### src/rtl/captura_ctrl_pkg.sv
// captura_pkg: shared types and constants for the keypad setpoint sequencer.
//   estado_t        : FSM state encoding (3 bits, also exported as debug output)
//   DIG_MAX/BIN_MAX : highest key accepted for decimal and binary fields
//   TEMP_MAX_DEF    : default highest accepted setpoint
//   TIMEOUT_CYC_DEF : default idle-cycle budget between digits
package captura_pkg;

   typedef enum logic [2:0] {
      ESP_DEC = 3'd0,
      ESP_UNI = 3'd1,
      ESP_MOT = 3'd2,
      ESP_PRE = 3'd3,
      ENTREGA = 3'd4,
      FALLO   = 3'd5
   } estado_t;

   localparam int unsigned DIG_MAX         = 9;
   localparam int unsigned BIN_MAX         = 1;
   localparam int unsigned TEMP_MAX_DEF    = 80;
   localparam int unsigned TIMEOUT_CYC_DEF = 50000000;

endpackage

### src/rtl/captura_ctrl_if.sv
// captura_ctrl_if: keypad-side and unification-side signals of captura_ctrl.
//   slave  : the sequencer view (keys and listo_uni in, commit/status out)
//   master : the environment view (drives keys and listo_uni)
interface captura_ctrl_if;

   logic       esnumero;
   logic [3:0] tvalida;
   logic       listo_uni;
   logic       enable_FSM1;
   logic [3:0] decenas;
   logic [3:0] unidades;
   logic [3:0] motor;
   logic [3:0] presencia;
   logic       cargar;
   logic       error;
   logic [2:0] estado;

   modport slave (
      input  esnumero, tvalida, listo_uni,
      output enable_FSM1, decenas, unidades, motor, presencia,
             cargar, error, estado
   );

   modport master (
      output esnumero, tvalida, listo_uni,
      input  enable_FSM1, decenas, unidades, motor, presencia,
             cargar, error, estado
   );

endinterface

### src/rtl/captura_ctrl_temporizador.sv
// temporizador_tecla: inter-digit idle counter.
//   i_clk    : clock
//   i_rst    : synchronous active-high reset
//   i_clr    : clear counter to 0 (has priority over i_run)
//   i_run    : count up one per cycle
//   o_expira : counter sits at TIMEOUT_CYC-1 while running
module temporizador_tecla #(
   parameter int unsigned CNT_W       = 26,
   parameter int unsigned TIMEOUT_CYC = 50000000
) (
   input  logic i_clk,
   input  logic i_rst,
   input  logic i_clr,
   input  logic i_run,
   output logic o_expira
);

   logic [CNT_W-1:0] r_cnt;

   always_ff @(posedge i_clk) begin
      if (i_rst || i_clr)
         r_cnt <= '0;
      else if (i_run)
         r_cnt <= r_cnt + 1'b1;
   end

   assign o_expira = i_run && (r_cnt == CNT_W'(TIMEOUT_CYC - 1));

endmodule

### src/rtl/captura_ctrl.sv
// captura_ctrl: keypad setpoint entry sequencer.
// Collects tens, units, motor and presence keys, range-checks the setpoint
// and commits it to the unification stage with a cargar/listo_uni handshake.
//   CLK, Reset : clock, synchronous active-high reset
//   io_cap     : esnumero/tvalida key strobe, listo_uni ready in;
//                enable_FSM1, committed digits, cargar, error, estado out
module captura_ctrl
   import captura_pkg::*;
#(
   parameter int unsigned TIMEOUT_CYC = TIMEOUT_CYC_DEF,
   parameter int unsigned TEMP_MAX    = TEMP_MAX_DEF,
   parameter int unsigned CNT_W       = 26
) (
   input  logic            CLK,
   input  logic            Reset,
   captura_ctrl_if.slave   io_cap
);

   estado_t    r_state;
   estado_t    w_next;
   logic [3:0] r_dec;
   logic [3:0] r_uni;
   logic [3:0] r_mot;
   logic [3:0] r_out_dec;
   logic [3:0] r_out_uni;
   logic [3:0] r_out_mot;
   logic [3:0] r_out_pre;
   logic       w_digito_ok;
   logic       w_espera;
   logic       w_run;
   logic       w_clr;
   logic       w_expira;
   logic [6:0] w_temp;

   // Decimal fields accept 0-9, binary fields accept 0-1.
   always_comb begin
      w_digito_ok = 1'b0;
      case (r_state)
         ESP_DEC, ESP_UNI: w_digito_ok = (io_cap.tvalida <= 4'(DIG_MAX));
         ESP_MOT, ESP_PRE: w_digito_ok = (io_cap.tvalida <= 4'(BIN_MAX));
         default:          w_digito_ok = 1'b0;
      endcase
   end

   assign w_espera = (r_state == ESP_DEC) || (r_state == ESP_UNI) ||
                     (r_state == ESP_MOT) || (r_state == ESP_PRE);
   assign w_run    = (r_state == ESP_UNI) || (r_state == ESP_MOT) ||
                     (r_state == ESP_PRE);
   assign w_temp   = {3'b000, r_dec} * 7'd10 + {3'b000, r_uni};

   // Timer restarts on any accepted key or state change and is parked at 0
   // outside the mid-entry states.
   assign w_clr = (w_espera && io_cap.esnumero) || (w_next != r_state) || !w_run;

   temporizador_tecla #(
      .CNT_W       (CNT_W),
      .TIMEOUT_CYC (TIMEOUT_CYC)
   ) u_temporizador (
      .i_clk    (CLK),
      .i_rst    (Reset),
      .i_clr    (w_clr),
      .i_run    (w_run),
      .o_expira (w_expira)
   );

   always_ff @(posedge CLK) begin
      if (Reset)
         r_state <= ESP_DEC;
      else
         r_state <= w_next;
   end

   // A key in the expiry cycle takes precedence over the timeout.
   always_comb begin
      w_next = r_state;
      case (r_state)
         ESP_DEC: begin
            if (io_cap.esnumero)
               w_next = w_digito_ok ? ESP_UNI : FALLO;
         end
         ESP_UNI: begin
            if (io_cap.esnumero)
               w_next = w_digito_ok ? ESP_MOT : FALLO;
            else if (w_expira)
               w_next = FALLO;
         end
         ESP_MOT: begin
            if (io_cap.esnumero)
               w_next = w_digito_ok ? ESP_PRE : FALLO;
            else if (w_expira)
               w_next = FALLO;
         end
         ESP_PRE: begin
            if (io_cap.esnumero) begin
               if (!w_digito_ok || (w_temp > 7'(TEMP_MAX)))
                  w_next = FALLO;
               else
                  w_next = ENTREGA;
            end else if (w_expira) begin
               w_next = FALLO;
            end
         end
         ENTREGA: begin
            if (io_cap.listo_uni)
               w_next = ESP_DEC;
         end
         FALLO:   w_next = ESP_DEC;
         default: w_next = ESP_DEC;
      endcase
   end

   always_comb begin
      io_cap.enable_FSM1 = (r_state != ENTREGA);
      io_cap.cargar      = (r_state == ENTREGA);
      io_cap.error       = (r_state == FALLO);
      io_cap.estado      = r_state;
   end

   // The presence key is committed straight from tvalida on the same edge it
   // is accepted, so it needs no shadow register of its own.
   always_ff @(posedge CLK) begin
      if (Reset) begin
         r_dec     <= '0;
         r_uni     <= '0;
         r_mot     <= '0;
         r_out_dec <= '0;
         r_out_uni <= '0;
         r_out_mot <= '0;
         r_out_pre <= '0;
      end else begin
         case (r_state)
            ESP_DEC: if (io_cap.esnumero && w_digito_ok) r_dec <= io_cap.tvalida;
            ESP_UNI: if (io_cap.esnumero && w_digito_ok) r_uni <= io_cap.tvalida;
            ESP_MOT: if (io_cap.esnumero && w_digito_ok) r_mot <= io_cap.tvalida;
            ESP_PRE: begin
               if (w_next == ENTREGA) begin
                  r_out_dec <= r_dec;
                  r_out_uni <= r_uni;
                  r_out_mot <= r_mot;
                  r_out_pre <= io_cap.tvalida;
               end
            end
            ENTREGA: begin
               if (io_cap.listo_uni) begin
                  r_dec <= '0;
                  r_uni <= '0;
                  r_mot <= '0;
               end
            end
            FALLO: begin
               r_dec <= '0;
               r_uni <= '0;
               r_mot <= '0;
            end
            default: ;
         endcase
      end
   end

   assign io_cap.decenas   = r_out_dec;
   assign io_cap.unidades  = r_out_uni;
   assign io_cap.motor     = r_out_mot;
   assign io_cap.presencia = r_out_pre;

endmodule

### src/flat_wrapper.sv
// flat-port wrapper written by rule: the top's interface ports become plain ports
module captura_ctrl_flat import captura_pkg::*;
#(
   parameter int unsigned TIMEOUT_CYC = TIMEOUT_CYC_DEF,
   parameter int unsigned TEMP_MAX    = TEMP_MAX_DEF,
   parameter int unsigned CNT_W       = 26
)
  (CLK, Reset, io_cap_esnumero, io_cap_tvalida, io_cap_listo_uni, io_cap_enable_FSM1, io_cap_decenas, io_cap_unidades, io_cap_motor, io_cap_presencia, io_cap_cargar, io_cap_error, io_cap_estado);
  captura_ctrl_if io_cap_i ();
  input  logic CLK;
  input  logic Reset;
  input wire logic [$bits(io_cap_i.esnumero)-1:0] io_cap_esnumero;
  input wire logic [$bits(io_cap_i.tvalida)-1:0] io_cap_tvalida;
  input wire logic [$bits(io_cap_i.listo_uni)-1:0] io_cap_listo_uni;
  output wire logic [$bits(io_cap_i.enable_FSM1)-1:0] io_cap_enable_FSM1;
  output wire logic [$bits(io_cap_i.decenas)-1:0] io_cap_decenas;
  output wire logic [$bits(io_cap_i.unidades)-1:0] io_cap_unidades;
  output wire logic [$bits(io_cap_i.motor)-1:0] io_cap_motor;
  output wire logic [$bits(io_cap_i.presencia)-1:0] io_cap_presencia;
  output wire logic [$bits(io_cap_i.cargar)-1:0] io_cap_cargar;
  output wire logic [$bits(io_cap_i.error)-1:0] io_cap_error;
  output wire logic [$bits(io_cap_i.estado)-1:0] io_cap_estado;
  assign io_cap_i.esnumero = io_cap_esnumero;
  assign io_cap_i.tvalida = io_cap_tvalida;
  assign io_cap_i.listo_uni = io_cap_listo_uni;
  assign io_cap_enable_FSM1 = io_cap_i.enable_FSM1;
  assign io_cap_decenas = io_cap_i.decenas;
  assign io_cap_unidades = io_cap_i.unidades;
  assign io_cap_motor = io_cap_i.motor;
  assign io_cap_presencia = io_cap_i.presencia;
  assign io_cap_cargar = io_cap_i.cargar;
  assign io_cap_error = io_cap_i.error;
  assign io_cap_estado = io_cap_i.estado;
  captura_ctrl #(.TIMEOUT_CYC(TIMEOUT_CYC), .TEMP_MAX(TEMP_MAX), .CNT_W(CNT_W)) u_core (.CLK(CLK), .Reset(Reset), .io_cap(io_cap_i));
endmodule
### config.mk
export PLATFORM = sky130hd
export DESIGN_NAME = captura_ctrl_flat
export DESIGN_NICKNAME = d
export VERILOG_FILES = /design/src/rtl/captura_ctrl_pkg.sv /design/src/rtl/captura_ctrl_if.sv /design/src/rtl/captura_ctrl_temporizador.sv /design/src/rtl/captura_ctrl.sv /design/src/flat_wrapper.sv
export SDC_FILE = /design/constraint.sdc
export NUM_CORES = 1
export LEC_CHECK = 0
export BUFFER_PORTS_ARGS = -buffer_cell sky130_fd_sc_hd__buf_2
export CORE_ASPECT_RATIO = 1.2
export CORE_MARGIN = 5
export CORE_UTILIZATION = 40
export CTS_CLUSTER_DIAMETER = 30
export DETAILED_ROUTE_END_ITERATION = 12
export HOLD_SLACK_MARGIN = 0.08
export PLACE_DENSITY_LB_ADDON = 0.25
export SKIP_LAST_GASP = 1
export SLEW_MARGIN = 10
export SYNTH_ARGS = -nofsm -noshare
export SYNTH_HDL_FRONTEND = slang
export SYNTH_HIERARCHICAL = 1
export SYNTH_SLANG_ARGS = --single-unit
### constraint.sdc
create_clock -name CLK -period 2.9 [get_ports CLK]
set_input_delay 0.58 -clock CLK [delete_from_list [all_inputs] [get_ports CLK]]
set_output_delay 0.58 -clock CLK [all_outputs]
set_load 0.05 [all_outputs]
# Word level (Yosys, flattened, before mapping)
# Index checks and enable logic that the tools add are counted.
# W data, S select, Z words.
[classes]
addsub = 2
magnitude_cmp = 3
mux = 17
n_eq_ne = 13
reduce_logical = 24
mul = 1
[ops]
columns = ["op", "count"]
rows = [
  ["$pmux W4 S3", 3],
  ["$mux W3", 9],
  ["$add A26 B1 Y26 const B", 1],
  ["$eq A26 B26 Y1 const B", 1],
  ["$pmux W3 S5", 1],
  ["$eq A3 B3 Y1 const B", 3],
  ["$logic_or A1 B1 Y1", 9],
  ["$reduce_and A3 Y1", 3],
  ["$reduce_bool A3 Y1", 3],
  ["$mux W4", 2],
  ["$ne A2 B2 Y1 const B", 4],
  ["$add A7 B4 Y7", 1],
  ["$gt A7 B7 Y1 const B", 1],
  ["$eq A3 B2 Y1 const B", 2],
  ["$mul A4 B3 Y6 const B", 1],
  ["$le A4 B1 Y1 const B", 1],
  ["$le A4 B4 Y1 const B", 1],
  ["$reduce_or A2 Y1", 2],
  ["$eq A3 B1 Y1 const B", 1],
  ["$logic_and A1 B1 Y1", 3],
  ["$logic_not A3 Y1", 1],
  ["$ne A3 B3 Y1", 1],
  ["$ne A3 B3 Y1 const B", 1],
  ["$logic_not A1 Y1", 2],
  ["3 further kinds", 3],
]
[totals]
output_inout_bits = 22
wordCells = 69
input_bits = 8
ff_bits = 57

# Depth between registers and ports, before layout
# Gate-level depths: netlist (run 1).
[depth]
ltp_word = 12
depth_mapped = 14
ltp_nobuf = 10

# By module
# The synthesis (run 1) kept the hierarchy.
[modules_own_cells]
columns = ["module", "area_per_inst_um2", "cells_each", "seq_area_each_um2", "instances"]
rows = [
  ["captura_ctrl", 1615.3, 174, 620.6, 1],
  ["temporizador_tecla", 1267.5, 149, 520.5, 1],
]

# Worst setup path before layout (run 1)
# No wires, ideal clock.
[synth_path]
path_kind = "reg-to-reg"
from = "register u_core.r_state[1], in the netlist u_core/io_cap.estado[1]"
to = "register u_core.u_temporizador.r_cnt[0]"
setup_time_ns = 0.128
t_arrival_ns = 3.086
t_required_ns = 2.772
setup_slack_ns = -0.313
n_path_buf = 5
period_less_slack_ns = 3.213
stages_incl_launch_ff = 15
cell_sequence = "dfxtp_1 -> buf_6 -> clkbuf_1 -> nor2_1 -> nor2_1 -> and3_1 -> clkbuf_1 -> nand2_1 -> nor4_1 -> nor2_1 -> nand2_1 -> or2_2 -> clkbuf_1 -> clkbuf_1 -> nor2_1"
[synth_between]
word_cells_on_any_way = 33
cone_classes = "eq/ne (5); mux (12); reduce/logical (16)"
[synth_lines]
columns = ["item", "line_no", "source"]
rows = [
  ["from (decl)", "captura_ctrl.sv:19", "estado_t r_state;"],
  ["from (signal assigned)", "captura_ctrl.sv:70", "r_state <= w_next;"],
  ["$eq A3 B1 Y1 / $eq A3 B2 Y1 (equally long branches)", "captura_ctrl.sv:47", "assign w_run = (r_state == ESP_UNI) || (r_state == ESP_MOT) ||"],
  ["$logic_or A1 B1 Y1", "captura_ctrl.sv:47", ""],
  ["$logic_or A1 B1 Y1 (*)", "captura_ctrl.sv:47", ""],
  ["named net u_core.w_run", "captura_ctrl.sv:30", "logic w_run;"],
  ["$logic_and A1 B1 Y1 (*)", "captura_ctrl_temporizador.sv:27", "assign o_expira = i_run && (r_cnt == CNT_W'(TIMEOUT_CYC - 1));"],
  ["named net u_core.w_expira", "captura_ctrl.sv:32", "logic w_expira;"],
  ["$mux W3 (*)", "captura_ctrl.sv:84, captura_ctrl.sv:90, captura_ctrl.sv:99", ""],
  ["$mux W3 (on tied branches)", "captura_ctrl.sv:94, captura_ctrl.sv:82, captura_ctrl.sv:88", ""],
  ["$pmux W3 S5 (*)", "captura_ctrl.sv:76", "case (r_state)"],
  ["$ne A3 B3 Y1 (*)", "captura_ctrl.sv:53", "assign w_clr = (w_espera && io_cap.esnumero) || (w_next != r_state) || !w_run;"],
  ["$logic_or A1 B1 Y1 (*) (2 in a row)", "captura_ctrl.sv:53", ""],
  ["named net u_core.w_clr", "captura_ctrl.sv:31", "logic w_clr;"],
  ["$logic_or A1 B1 Y1 (*)", "captura_ctrl_temporizador.sv:21", "if (i_rst || i_clr)"],
  ["to (signal assigned)", "captura_ctrl_temporizador.sv:24", "r_cnt <= r_cnt + 1'b1;"],
  ["to (decl)", "captura_ctrl_temporizador.sv:18", "logic [CNT_W-1:0] r_cnt;"],
]
# Mark *: on every way through the listed nets, which the timed path passes. The rest lies on a longest branch.
# A chain may end at the register's enable or synchronous reset.

# Worst setup path in the final report (run 1)
[layout_path]
from = "register u_core.r_dec[0]"
to = "register u_core.r_out_uni[2], in the netlist u_core/io_cap.unidades[2]"
[layout_between]
elab_chain_cells = 9
[layout_lines]
columns = ["item", "line_no", "source"]
rows = [
  ["from (decl)", "captura_ctrl.sv:21", "logic [3:0] r_dec;"],
  ["from (signal assigned)", "captura_ctrl.sv:132", "ESP_DEC: if (io_cap.esnumero && w_digito_ok) r_dec <= io_cap.tvalida;"],
  ["$mul A4 B3 Y6", "captura_ctrl.sv:49", "assign w_temp = {3'b000, r_dec} * 7'd10 + {3'b000, r_uni};"],
  ["$add A7 B4 Y7", "captura_ctrl.sv:49", ""],
  ["$gt A7 B7 Y1", "captura_ctrl.sv:95", "if (!w_digito_ok || (w_temp > 7'(TEMP_MAX)))"],
  ["$logic_or A1 B1 Y1", "captura_ctrl.sv:95", ""],
  ["$mux W1", "captura_ctrl.sv:95", ""],
  ["$mux W3", "captura_ctrl.sv:94", "if (io_cap.esnumero) begin"],
  ["$pmux W3 S5", "captura_ctrl.sv:76", ""],
  ["$eq A3 B3 Y1", "captura_ctrl.sv:136", "if (w_next == ENTREGA) begin"],
  ["$reduce_and A2 Y1 (no line)", "-", ""],
  ["to (signal assigned)", "captura_ctrl.sv:138", "r_out_uni <= r_uni;"],
  ["to (decl)", "captura_ctrl.sv:25", "logic [3:0] r_out_uni;"],
]
# Every way passes these cells.

==> results.sh, run 1 <==
export IMPL_status="finished clean"
export IMPL_drc=0
export IMPL_hold_buffers=0
export IMPL_num_vias=2367
export IMPL_ys_ff_latch=57
export IMPL_wl_um=6120
export IMPL_fillers=704
export IMPL_layout_setup_ws_ns=0.147
export IMPL_layout_min_cycle_time_ns=2.75
export IMPL_wl_met2_um=2960
export IMPL_grt_antenna_before_repair=0
export IMPL_io_buffers=29
export IMPL_fin_crit_sh=0.949
export IMPL_core_rowCount=34
export IMPL_finalClockSkew_ns=0.00668
export IMPL_cts_root_buf="clkbuf_8"
export IMPL_slew_violations=0
export IMPL_cp_start_kind="register"
export IMPL_grt_max_degree=43
export IMPL_cts_tree="done"
export IMPL_grt_overflow=0
export IMPL_syn_to_final_growth_pct=15.9
export IMPL_clock_sinks=57
export IMPL_hp_start="u_core/r_mot[1]"
export IMPL_p_int_uw=1320
export IMPL_cp_required_ns=3.12
export IMPL_place_gp_congestion=0.808
export IMPL_grt_pass1_vias=2291
export IMPL_top_layer_used="met4"
export IMPL_ys_warn_count=6
export IMPL_min_path_type="register to register"
export IMPL_crit_path_max_fanout=8
export IMPL_synth_edf_count=0
export IMPL_maxSlewHeadroom=0.605
export IMPL_path_clk_slew_ns=0.06
export IMPL_via_per_inst=5.27
export IMPL_syn_avg_cell_area_um2=8.92
export IMPL_clk_path_buf_depth=2
export IMPL_rsz0062_at_grt="false"
export IMPL_totalPowerFinal_uw=1740
export IMPL_drt_pass1_iterations=4
export IMPL_worstSetupPathType="register to register"
export IMPL_clock_power_share=0.439
export IMPL_cp_end_kind="register"
export IMPL_core_area_um2=7150
export IMPL_rr_startpoint="u_core/r_dec[0]"
export IMPL_switchingPower_uw=416
export IMPL_fin_hold_ws_ns=0.466
export IMPL_startpoint="u_core/r_dec[0]"
export IMPL_place_hpwl_um=4390
export IMPL_tns_ns=0
export IMPL_die_h_um=103
export IMPL_leakage_uw=0.00126
export IMPL_synth_distinct_cells=50
export IMPL_async_reset_ff_frac=0
export IMPL_clk_latency_ns=0.34
export IMPL_ys_flop_type="dfxtp_1"
export IMPL_pre_cts_ws_ns=0.00949
export IMPL_synthesis_nets=340
export IMPL_wl_met1_um=2710
export IMPL_hold_violations=0
export IMPL_wl_per_cell_um=13.6
export IMPL_htreeDepth=3
export IMPL_synth_area_um2=2880
export IMPL_pwr_share_seq=0.466
export IMPL_die_area_um2=9010
export IMPL_wl_met3_um=346
export IMPL_synth_cells=323
export IMPL_cts_buffers=9
export IMPL_worstMarginPinSlew_ns=0.593
export IMPL_swShare=0.239
export IMPL_drt_initial_drc_count=138
export IMPL_boundaryPins=30
export IMPL_design_area_um2=3340
export IMPL_diodes=0
export IMPL_placed_area_um2=3110
export IMPL_ant_nets=0
export IMPL_timing_fmax_mhz=363
export IMPL_grt_pass1_wl_um=10400
export IMPL_combinationalPowerShare=0.094
export IMPL_p_per_area_nw_per_um2=521
export IMPL_drive_gt1_frac=0.192
export IMPL_max_cap_violations=0
export IMPL_yosysSeqAreaShare=0.396
export IMPL_peakVddDrop_mv=0.276
export IMPL_nets=371
export IMPL_track_usage=0.148
export IMPL_die_w_um=87.5
export IMPL_cp_arrival_ns=2.97
export IMPL_start_util=0.403
export IMPL_setup_viol=0
[cell usage in the layout (no fill, tap or decap), types with 3 or more instances in the layout]
cell / count
nand2b_1: 29
dfxtp_1: 54
clkbuf_8: 12
mux2i_1: 15
inv_1: 10
and2_1: 3
buf_4: 5
o31ai_1: 8
or3_1: 8
and3_1: 3
or2b_1: 3
o22ai_1: 4
or4_1: 12
nand3_1: 8
a21oi_1: 21
nor3b_1: 3
nand4_1: 7
xor2_1: 8
ha_1: 6
buf_2: 29
nor4_1: 5
nor2_1: 25
o21ai_0: 13
nand2_1: 18
dfxtp_2: 3
nor3_1: 5
xnor2_1: 5
[cells by family (layout without fill, tap and decap cells)]
group | after synthesis | count (layout) | synth area share
and+or+nand+nor | 146 | 146 | 0.302
adders and majority gates | 9 | 9 | 0.0443
DFF | 57 | 57 | 0.396
xor gates and xnor gates | 13 | 13 | 0.0395
AOI/OAI and AO/OA | 57 | 57 | 0.122
muxes | 15 | 15 | 0.0521
buffers and inverters | 26 | 62 | 0.0438
[worst paths after layout]
check / endpoint / slack [ns] / depth (start not counted)
setup / recovery: u_core/io_cap.unidades[2] / 0.15 / 8
hold / removal: u_core/r_mot[1] / 0.47 / 1
setup reg to reg: u_core/io_cap.unidades[2] / 0.15 / 8
hold reg to reg: u_core/r_mot[1] / 0.47 / 1
[flip-flops by register name, summed over array words and instances (netlist names)]
register,count
u_core/io_cap.presencia,4
u_core/io_cap.decenas,4
u_core/r_uni,4
u_core/io_cap.motor,4
u_core/r_mot,4
u_core/u_temporizador/r_cnt,26
u_core/io_cap.estado,3
u_core/r_dec,4
u_core/io_cap.unidades,4
[synthesized netlist by cell type (2+ instances only)]
cell type / n / area [µm²]
or3_1: 8 / 50.1
and4_1: 2 / 17.5
dfxtp_1: 57 / 1140
nor2_1: 26 / 97.6
o22ai_1: 4 / 25.0
xnor2_1: 5 / 43.8
or2b_1: 3 / 22.5
or4_1: 12 / 90.1
nand2b_1: 29 / 181
o21ai_0: 13 / 65.1
nand4b_1: 2 / 17.5
and2_1: 3 / 18.8
fa_1: 2 / 40.0
nand2_1: 18 / 67.6
a21oi_1: 21 / 105
nand4_2: 2 / 25.0
clkbuf_1: 11 / 41.3
nor3_1: 5 / 25.0
buf_6: 3 / 33.8
nor4_1: 5 / 31.3
or2_2: 2 / 12.5
and3_1: 3 / 18.8
ha_1: 7 / 87.6
nand4_1: 7 / 43.8
o31ai_1: 8 / 60.1
inv_1: 10 / 37.5
nor3b_1: 3 / 22.5
mux2i_1: 15 / 150
nand3_1: 8 / 40.0
xor2_1: 8 / 70.1
a211oi_1: 2 / 15.0
[area by class of cell]
| class | count | area (µm²) | area share |
|---|---|---|---|
| Inverter | 10 | 37.5 | 0.0112 |
| Tap cell | 90 | 113 | 0.0337 |
| Multi-Input combinational cell | 240 | 1630 | 0.489 |
| Clock inverter | 2 | 35.0 | 0.0105 |
| Sequential cell | 57 | 1140 | 0.343 |
| Timing Repair Buffer | 36 | 205 | 0.0614 |
| Clock buffer | 14 | 173 | 0.0517 |
[routing by layer]
layer / global-route usage / vias up
met3: 0.0464 / 10
met4: 0.0626 / 0
met5: 0 / -
met2: 0.242 / 42
li1: - / 1224
met1: 0.178 / 1091
[metrics by stage]
stage,util,instances
after floorplan,-,323
after global placement,0.435,433
after detailed placement,0.435,433
after CTS,0.464,449
after global routing,0.467,449
final,0.467,449
[worst max-delay path: stages (launching register included)]
cell      delay (ns)
dfxtp_1         0.36
ha_1            0.20
fa_2            0.43
or4_4           0.49
a311oi_2        0.24
a31oi_2         0.13
or4_1           0.52
buf_6           0.17
mux2i_1         0.12
[power by group through the flow]
stage | logic (µW) | registers (µW) | clock network [µW]
CTS | 161 | 811 | 789
detailed placement | 161 | 828 | 0
global route | 182 | 813 | 833
global placement | 159 | 828 | 0
finish | 164 | 811 | 764
floorplan | 115 | 831 | 0
[timing repair]
item | in CTS | in global routing
resized for setup | 0 | 5
buffers inserted | 0 | 0
endpoints found under the setup margin | 0 | 16
(Power assumes the default switching activity.)
==> inputs of run 2 (changes only) <==
clock period = 3.2 ns   (was 2.9 ns; I/O delays follow)
==> run 2 against run 1 <==
Clock power shrank 22%. Cell area shrank 2.2%. Count of clock-buffer cells in the layout fell by 1. Via count up 2.3%. Hold slack lost 0.00053 ns. Fmax shrank 6.0%. Final cell count down 0.45%. Core utilization down 1.0 points. First-iteration DRC count shrank 14%. Critical path depth is the same. Highest routed layer is now met5.
==> results.sh, run 2 (same netlist as run 1, synthesis figures left out) <==
export IMPL_die_h_um=103
export IMPL_grt_overflow=0
export IMPL_cp_required_ns=3.42
export IMPL_tns_ns=0
export IMPL_grt_pass1_vias=2214
export IMPL_via_per_inst=5.42
export IMPL_core_rowCount=34
export IMPL_wl_per_cell_um=14.0
export IMPL_htreeDepth=3
export IMPL_mostFrequentLayoutCells="dfxtp_1 (56), buf_2 (29), nand2b_1 (29)"
export IMPL_ant_nets=0
export IMPL_drive_gt1_frac=0.176
export IMPL_diodes=0
export IMPL_path_clk_slew_ns=0.07
export IMPL_rsz0062_at_grt="false"
export IMPL_rr_startpoint="u_core/r_dec[0]"
export IMPL_die_w_um=87.5
export IMPL_post_route_util=0.457
export IMPL_num_vias=2422
export IMPL_track_usage=0.143
export IMPL_wl_um=6260
export IMPL_place_gp_congestion=0.840
export IMPL_post_cts_setup_buffers=0
export IMPL_cp_end_kind="register"
export IMPL_worstMarginPinSlew_ns=0.604
export IMPL_die_area_um2=9010
export IMPL_r2r_end="u_core/io_cap.unidades[1]"
export IMPL_boundaryPins=30
export IMPL_drt_pass1_iterations=5
export IMPL_drc=0
export IMPL_cts_buffers=9
export IMPL_top_register="u_core/u_temporizador/r_cnt"
export IMPL_grt_antenna_before_repair=1
export IMPL_fin_hold_ws_ns=0.465
export IMPL_hp_start="u_core/r_mot[1]"
export IMPL_worstSetupPathType="register to register"
export IMPL_cts_tree="done"
export IMPL_layout_min_cycle_time_ns=2.93
export IMPL_grt_max_degree=43
export IMPL_clock_sinks=57
export IMPL_crit_path_max_fanout=8
export IMPL_max_cap_violations=0
export IMPL_drt_initial_drc_count=118
export IMPL_clk_latency_ns=0.33
export IMPL_cp_start_kind="register"
export IMPL_whs_endpoint="u_core/r_mot[1]"
export IMPL_place_hpwl_um=4440
export IMPL_core_area_um2=7150
export IMPL_cp_arrival_ns=3.15
export IMPL_finalClockSkew_ns=0.00706
export IMPL_min_path_type="register to register"
export IMPL_cts_root_buf="clkbuf_8"
export IMPL_leakage_uw=0.00124
export IMPL_start_util=0.403
export IMPL_grt_pass1_wl_um=10300
export IMPL_hold_buffers=0
export IMPL_rrSetupSlack_ns=0.27
export IMPL_clk_path_buf_depth=2
export IMPL_status="finished clean"
export IMPL_fin_crit_sh=0.916
export IMPL_peakVddDrop_mv=0.233
export IMPL_reg2reg_depth=8
export IMPL_p_per_area_nw_per_um2=451
export IMPL_maxSlewHeadroom=0.597
export IMPL_slew_violations=0
export IMPL_nets=369
export IMPL_worst_hold_path_num_cells=1
export IMPL_timing_fmax_mhz=341
export IMPL_io_buffers=29
export IMPL_largest_register_ffs=26
export IMPL_setup_viol=0
export IMPL_cts_resized_gates=0
export IMPL_final_common_cell="dfxtp_1"
export IMPL_hold_violations=0
export IMPL_syn_to_final_growth_pct=13.4
run 2: cell types whose count changed in the layout (fill, tap and decap cells not counted), sizes merged:
cell and delta:
bufinv -1, clkbuf -1, buf -2, clkinv +2
run 2: where the power goes:
| part | leakage, µW | switching, µW | internal (µW) | total [µW] |
|---|---|---|---|---|
| clock | 0.0000932 | 275 | 320 | 595 |
| combinational | 0.000691 | 94.1 | 54.7 | 149 |
| sequential | 0.000460 | 12.0 | 719 | 731 |
| total | 0.00124 | 381 | 1090 | 1470 |
run 2: area by class of cell:
type | instances | area, µm²
Tap cell | 90 | 113
Sequential cell | 57 | 1140
Clock inverter | 3 | 15.0
Multi-Input combinational cell | 240 | 1620
Clock buffer | 13 | 159
Inverter | 10 | 37.5
Fill cell | 700 | 3880
Timing Repair Buffer | 34 | 183
run 2: metrics by stage:
step,total power (µW),worst slack (ns),std cells,area [µm²]
final,1470,0.270,447,3270
after global routing,1540,0.152,447,3270
after CTS,1490,0.0807,447,3260
after detailed placement,895,0.103,431,3090
after global placement,893,0.157,431,3090
after floorplan,857,0.102,323,2880
run 2: worst max path at each step:
stage | startpoint | end | cells after the start
after floorplan | u_core/io_cap.estado[0] | u_core/u_temporizador/r_cnt[0] | 13
after global placement | u_core/r_dec[0] | u_core/io_cap.unidades[0] | 8
after detailed placement | u_core/r_dec[0] | u_core/io_cap.unidades[1] | 8
after CTS | u_core/r_dec[0] | u_core/io_cap.unidades[1] | 8
after global routing | u_core/r_dec[0] | u_core/io_cap.unidades[0] | 8
final | u_core/r_dec[0] | u_core/io_cap.unidades[1] | 8
run 2: layer usage:
layer	up-vias	wire length [µm]	global-route usage
met5	-	15	0
met4	2	90	0.0744
met3	14	334	0.0304
met2	53	3040	0.231
met1	1129	2780	0.178
li1	1224	-	-
run 2: worst max-delay path, stage by stage (launching register included):
cell	delay, ns
dfxtp_1	0.33
ha_1	0.23
fa_1	0.40
xor2_1	0.16
or4_4	0.42
a311oi_2	0.31
a31oi_2	0.17
or4_4	0.64
mux2i_1	0.16
